`src/rtl/pipelined_adder_pkg.sv`:
```
// Shared types for the pipelined add/subtract unit.
package pipelined_adder_pkg;

  typedef enum logic {
    OP_ADD = 1'b0,
    OP_SUB = 1'b1
  } op_e;

endpackage

```
`src/rtl/pipelined_adder_slice.sv`:
```
// Combinational W-bit slice adder; also reports the carry into its MSB for overflow detection.
module adder_slice #(
  parameter int W = 8
) (
  input  logic [W-1:0] a,
  input  logic [W-1:0] b,
  input  logic         ci,
  output logic [W-1:0] sum,
  output logic         co,
  output logic         c_msb
);

  logic [W:0] full_s;

  // One wide add; the carry into the MSB is recovered from the MSB sum bit and its operands.
  always_comb begin
    full_s = {1'b0, a} + {1'b0, b} + {{W{1'b0}}, ci};
    sum    = full_s[W-1:0];
    co     = full_s[W];
    c_msb  = full_s[W-1] ^ a[W-1] ^ b[W-1];
  end

endmodule

```
`src/rtl/pipelined_adder.sv`:
```
// WIDTH-bit add/subtract unit rippling carry across STAGE_W-bit slices, one slice per
// pipeline stage, with a valid/ready stream interface and a global stall.
module pipelined_adder
  import pipelined_adder_pkg::*;
#(
  parameter int WIDTH   = 32,
  parameter int STAGE_W = 8
) (
  input  logic             clk,
  input  logic             rst_n,
  input  logic             in_valid,
  output logic             in_ready,
  input  logic [WIDTH-1:0] in_a,
  input  logic [WIDTH-1:0] in_b,
  input  logic             in_ci,
  input  op_e              in_op,
  output logic             out_valid,
  input  logic             out_ready,
  output logic [WIDTH-1:0] out_sum,
  output logic             out_co,
  output logic             out_ovf
);

  localparam int SW_SAFE = (STAGE_W < 1) ? 1 : STAGE_W;
  localparam int STAGES  = WIDTH / SW_SAFE;

  if ((STAGE_W < 1) || ((WIDTH % SW_SAFE) != 0)) begin : g_bad_cfg
    $fatal(1, "pipelined_adder: STAGE_W must be >= 1 and divide WIDTH");
  end

  logic             en_s;
  logic             accept_s;
  logic [WIDTH-1:0] a_eff_s;
  logic [WIDTH-1:0] b_eff_s;
  logic             ci_eff_s;

  assign en_s     = !out_valid || out_ready;
  assign in_ready = en_s;
  assign accept_s = in_valid && en_s;

  // Operand entry: SUB inverts B and the borrow; idle beats are forced to zero so X never propagates.
  always_comb begin
    a_eff_s  = {WIDTH{1'b0}};
    b_eff_s  = {WIDTH{1'b0}};
    ci_eff_s = 1'b0;
    if (accept_s) begin
      a_eff_s = in_a;
      if (in_op == OP_SUB) begin
        b_eff_s  = ~in_b;
        ci_eff_s = ~in_ci;
      end else begin
        b_eff_s  = in_b;
        ci_eff_s = in_ci;
      end
    end else begin
      a_eff_s  = {WIDTH{1'b0}};
      b_eff_s  = {WIDTH{1'b0}};
      ci_eff_s = 1'b0;
    end
  end

  for (genvar k = 0; k < STAGES; k++) begin : g_stage
    localparam int DONE = (k + 1) * STAGE_W;

    logic                v_r;
    logic [DONE-1:0]     sum_r;
    logic                co_r;
    logic [STAGE_W-1:0]  sa_s;
    logic [STAGE_W-1:0]  sb_s;
    logic [STAGE_W-1:0]  ss_s;
    logic                sci_s;
    logic                sco_s;
    logic                scm_s;
    logic                v_in_s;
    logic [DONE-1:0]     sum_nxt_s;

    // Stage 0 reads the entry operands; later stages read the operands carried by their predecessor.
    if (k == 0) begin : g_in
      assign sa_s      = a_eff_s[STAGE_W-1:0];
      assign sb_s      = b_eff_s[STAGE_W-1:0];
      assign sci_s     = ci_eff_s;
      assign v_in_s    = accept_s;
      assign sum_nxt_s = ss_s;
    end else begin : g_in
      assign sa_s      = g_stage[k-1].g_ops.a_r[STAGE_W-1:0];
      assign sb_s      = g_stage[k-1].g_ops.b_r[STAGE_W-1:0];
      assign sci_s     = g_stage[k-1].co_r;
      assign v_in_s    = g_stage[k-1].v_r;
      assign sum_nxt_s = {ss_s, g_stage[k-1].sum_r};
    end

    adder_slice #(.W(STAGE_W)) u_slice (
      .a     (sa_s),
      .b     (sb_s),
      .ci    (sci_s),
      .sum   (ss_s),
      .co    (sco_s),
      .c_msb (scm_s)
    );

    // Stage valid, finished low sum slices and ripple carry; everything holds while stalled.
    always_ff @(posedge clk) begin
      if (!rst_n) begin
        v_r   <= 1'b0;
        sum_r <= {DONE{1'b0}};
        co_r  <= 1'b0;
      end else if (en_s) begin
        v_r   <= v_in_s;
        sum_r <= sum_nxt_s;
        co_r  <= sco_s;
      end
    end

    // Only the upper, still-unprocessed operand slices travel down the pipe.
    if (k < STAGES - 1) begin : g_ops
      localparam int REM = WIDTH - DONE;
      logic [REM-1:0] a_r;
      logic [REM-1:0] b_r;
      logic [REM-1:0] a_nxt_s;
      logic [REM-1:0] b_nxt_s;

      if (k == 0) begin : g_src
        assign a_nxt_s = a_eff_s[WIDTH-1:STAGE_W];
        assign b_nxt_s = b_eff_s[WIDTH-1:STAGE_W];
      end else begin : g_src
        assign a_nxt_s = g_stage[k-1].g_ops.a_r[REM+STAGE_W-1:STAGE_W];
        assign b_nxt_s = g_stage[k-1].g_ops.b_r[REM+STAGE_W-1:STAGE_W];
      end

      // Pending operand slices for the stages downstream.
      always_ff @(posedge clk) begin
        if (!rst_n) begin
          a_r <= {REM{1'b0}};
          b_r <= {REM{1'b0}};
        end else if (en_s) begin
          a_r <= a_nxt_s;
          b_r <= b_nxt_s;
        end
      end
    end

    if (k == STAGES - 1) begin : g_last
      logic ovf_r;

      // Signed overflow is captured alongside the final carry so the output stays registered.
      always_ff @(posedge clk) begin
        if (!rst_n) begin
          ovf_r <= 1'b0;
        end else if (en_s) begin
          ovf_r <= sco_s ^ scm_s;
        end
      end
    end
  end

  assign out_valid = g_stage[STAGES-1].v_r;
  assign out_sum   = g_stage[STAGES-1].sum_r;
  assign out_co    = g_stage[STAGES-1].co_r;
  assign out_ovf   = g_stage[STAGES-1].g_last.ovf_r;

endmodule

```
`config.mk`:
```
export PLATFORM = sky130hd
export DESIGN_NAME = pipelined_adder
export DESIGN_NICKNAME = d
export VERILOG_FILES = /design/src/rtl/pipelined_adder_pkg.sv /design/src/rtl/pipelined_adder_slice.sv /design/src/rtl/pipelined_adder.sv
export SDC_FILE = /design/constraint.sdc
export NUM_CORES = 1
export LEC_CHECK = 0
export ABC_CLOCK_PERIOD_IN_PS = 3650
export CAP_MARGIN = 30
export CORE_ASPECT_RATIO = 1.2
export CORE_MARGIN = 1.5
export CORE_UTILIZATION = 43
export CTS_BUF_LIST = sky130_fd_sc_hd__clkbuf_4
export DETAILED_ROUTE_END_ITERATION = 8
export PLACE_DENSITY = 0.68
export SYNTH_ARGS = -nofsm -noshare
export SYNTH_HDL_FRONTEND = slang
export SYNTH_SLANG_ARGS = --single-unit
```
`constraint.sdc`:
```
create_clock -name clk -period 3.65 [get_ports clk]
set_input_delay 0.365 -clock clk [delete_from_list [all_inputs] [get_ports clk]]
set_output_delay 0.365 -clock clk [all_outputs]
set_load 0.01 [all_outputs]
```
==> results.md <==
* Sequential share of the synthesized area at between 40 and 50%
* Final net count at 1159
* Max FO, Critical Path at 6
* Vias after detailed routing at roughly 6700
* Worst-path cell with the longest stage delay: fa_1
* Post-CTS sizing at 0
* Die H at 152 um
* Cell repeated most along the worst path: a21oi_1
* Crit-path max cell delay at approximately 390 ps
* Mapped cell area at around 0.008 mm2
* Ports at ~110
* Die X at approximately 130 um
* GR Util All Layers at about a fifth
* Initial DRC Count at 462
* Crit path cell chain: nor2b_4 -> inv_4 -> and2_1 -> nand2_1 -> fa_1 -> inv_1 -> fa_1 -> a21o_1 -> a21oi_1 -> o21ai_0 -> a21oi_1 -> nand4b_1 -> a21oi_1
* Unrepaired setup endpoints after global routing: no
* CP Launch Point: out_valid$_SDFFE_PN0N_
* Grt total ovfl at 0
* Critical path required time at between 4000 and 5000 ps
* Clock Sinks at between 150 and 200
* Synth Warn # at 0
* Full die area at slightly below 0.02 mm2
* Hold/Removal Path Class: in2reg
* Max-Slew Margin vs Limit at roughly two fifths
* Largest net degree at the start of global routing at around 190
* Core footprint at 0.0182 mm2
* Syn Inst Count at 990
* Post-synth ARST share at 0%
* Initial core utilization at a little over two fifths
* Final Slew Violations at 0
* Number of setup buffers added after CTS at 0
* CP Data Arrival Time at 3180 ps
* Post-synth EDFFs at 0
* CTS H-tree depth at 4
* Power per cell area at between 300 and 400 mW/mm2
* Clock root buffer: clkbuf_4
* P_leak at ~3.5 nW
* Storage cell area at 0.00370 mm2
* Worst VDD drop at between 0.2 and 0.25 mV
* Highest Clock Rate at between 300 and 400 MHz
* Fill count at between 1500 and 2000
* Pwr Total at 3.74 mW
* Mean Syn Cell Area at about 8.0 um2
* Worst r2r path cells at 13
* Final worst-path cycle share at roughly 75%
* CTS Buf Count at 17
* Post-cts hold buffer count at 0
* Ratio of cells with drive above 1 in the final layout at ~4.5%
* Max-Cap Viols at 0
* Reg clk slew, reported paths at 150 ps
* Gpl congestion at between 0.8 and 0.9
* Setup crit end: g_stage[0].co_r$_SDFFE_PN0N_
* CP Launch Type: register
* Routed wl met2 at roughly 8.7 mm
* Skew final at 18.7 ps
* DRC Markers at 0
* First-pass GRT wire length at approximately 31 mm
* Wire per inst at 14.1 um
* Clk buf depth at 2
* Clk_lat worst skew at about 580 ps
* Placement Rows at between 50 and 60
* Crit Path Class: reg2reg
* Most common flop cell mapped by yosys: dfxtp_1
* Top sig layer: met4
* CTS tree: built
* Fin. Hold Viols at 0
* Area of the multi-input gates at slightly below 0.004 mm2
* Met3 routed WL at between 700 and 800 um
* Flops & latches, synth at about 190
* R2R Path Start: out_valid$_SDFFE_PN0N_
* Tmin final at roughly 2700 ps
* Status: finished, final reports clean
* DRT met1 WL at around 8.6 mm
* Vias per inst at a little over 5
* Final setup viols at 0
* 1st-pass router iterations at 5
* Routed Antenna Nets at 0
* Area growth from synthesis to layout at 18.5%
* HPWL Detailed at around 12 mm
* Reg-to-reg setup timing slack at around 900 ps
* Count of cell types in the netlist at 40
* Crit path capture type: register
* Final WL at about 18 mm
* Vias in the first global route at a little over 6000
* Initial antenna violation count at 2
* PortBufs at approximately 110
* Syn nets at around 1100
* Slew @ Worst Pin at between 900 and 1000 ps
* FF-to-FF End: g_stage[0].co_r$_SDFFE_PN0N_
* Setup TNS at 0 ps
==> metrics by stage <==
stage	std cells	hold slack [ps]	util, %	area (um2)	worst slack, ps
3_5_place_dp	1258	443	50.2	9130	472
6_report	1292	350	51.9	9430	910
3_3_place_gp	1258	439	50.2	9130	529
5_1_grt	1292	316	51.9	9430	698
2_1_floorplan	990	432	-	7960	594
4_1_cts	1290	314	51.9	9430	927
==> critical path: cells and delay by family (launching register included) <==
| family | cells | cell delay [ps] |
|---|---|---|
| AO/OA/AOI/OAI | 5 | 830 |
| AND/OR/NAND/NOR | 4 | 650 |
| adder cells (fa/ha/maj) | 2 | 620 |
| flip-flops | 1 | 360 |
| buffers and inverters | 2 | 130 |
==> how the worst min path moves through the flow <==
stage                                                        to  slack (ps)  cells past startpoint                             start
after floorplan                g_stage[1].sum_r[7]$_SDFFE_PN0N_         430                      2  g_stage[1].sum_r[7]$_SDFFE_PN0N_
after global placement         g_stage[2].sum_r[7]$_SDFFE_PN0N_         440                      2  g_stage[2].sum_r[7]$_SDFFE_PN0N_
after detailed placement               out_sum[24]$_SDFFE_PN0N_         440                      2          out_sum[24]$_SDFFE_PN0N_
after CTS                  g_stage[0].g_ops.a_r[5]$_SDFFE_PN0N_         310                      3                          in_a[13]
after global routing      g_stage[0].g_ops.a_r[14]$_SDFFE_PN0N_         320                      3                          in_a[22]
final                     g_stage[0].g_ops.a_r[14]$_SDFFE_PN0N_         350                      3                          in_a[22]
==> flip-flops by register name (all words and copies together) (netlist names) <==
register,flops
out_co,1
g_stage.sum_r,48
out_ovf,1
out_sum,32
g_stage.v_r,3
g_stage.g_ops.b_r,48
g_stage.g_ops.a_r,48
out_valid,1
g_stage.co_r,3
==> power breakdown <==
| group | leakage, nW | switching, mW | internal [mW] |
|---|---|---|---|
| logic | 1.87 | 0.216 | 0.208 |
| clock network | 0.151 | 0.736 | 0.422 |
| registers | 1.51 | 0.0524 | 2.11 |
| total | 3.53 | 1.00 | 2.74 |
==> layout make-up <==
class                      instances  share of cell area [%]
multi-input combinational        711                    41.5
inverter                          23                   0.968
clock inverter                    15                    1.76
sequential                       185                    39.3
timing repair buffer             115                    12.2
antenna                            2                  0.0531
clock buffer                      17                    1.35
tap                              224                    2.97
==> cell families after synthesis <==
logic type	Yosys count	synth area share [%]
buffers and inverters	94	4.43
and+or+nand+nor	380	19.8
AOI/OAI and AO/OA	248	17.7
DFF	185	46.5
adders and majority gates	36	6.41
xor gates and xnor gates	47	5.17
==> Yosys cell counts (5+ instances only) <==
cell / count / share of area, %
buf_1: 10 / 0.47
a211oi_1: 6 / 0.57
ha_1: 28 / 4.4
inv_1: 22 / 1.0
nor4_1: 5 / 0.39
a21o_1: 6 / 0.57
dfxtp_1: 185 / 47
and3_1: 7 / 0.55
a21oi_1: 167 / 10
nand3_1: 28 / 1.8
xnor2_1: 16 / 1.8
or3_1: 8 / 0.63
nor2_1: 50 / 2.4
fa_1: 8 / 2.0
o21ai_0: 23 / 1.4
xor2_1: 31 / 3.4
a22oi_1: 24 / 2.3
clkbuf_1: 61 / 2.9
nand2_1: 263 / 12
==> metal layers <==
metal	track usage, %	vias up
li1	-	3463
met1	26.7	3046
met2	31.5	140
met3	3.56	16
met4	5.52	0
met5	0	-
==> layout by cell type (no fill, tap or decap), types with 16 or more instances in the layout <==
cell type and n:
a21oi_1 167, a22oi_1 24, clkbuf_4 17, clkdlybuf4s50_1 104, dfxtp_1 185, ha_1 28
inv_1 21, nand2_1 263, nand3_1 28, nor2_1 50, o21ai_0 23, xnor2_1 16
xor2_1 31
(Power assumes the default switching activity.)
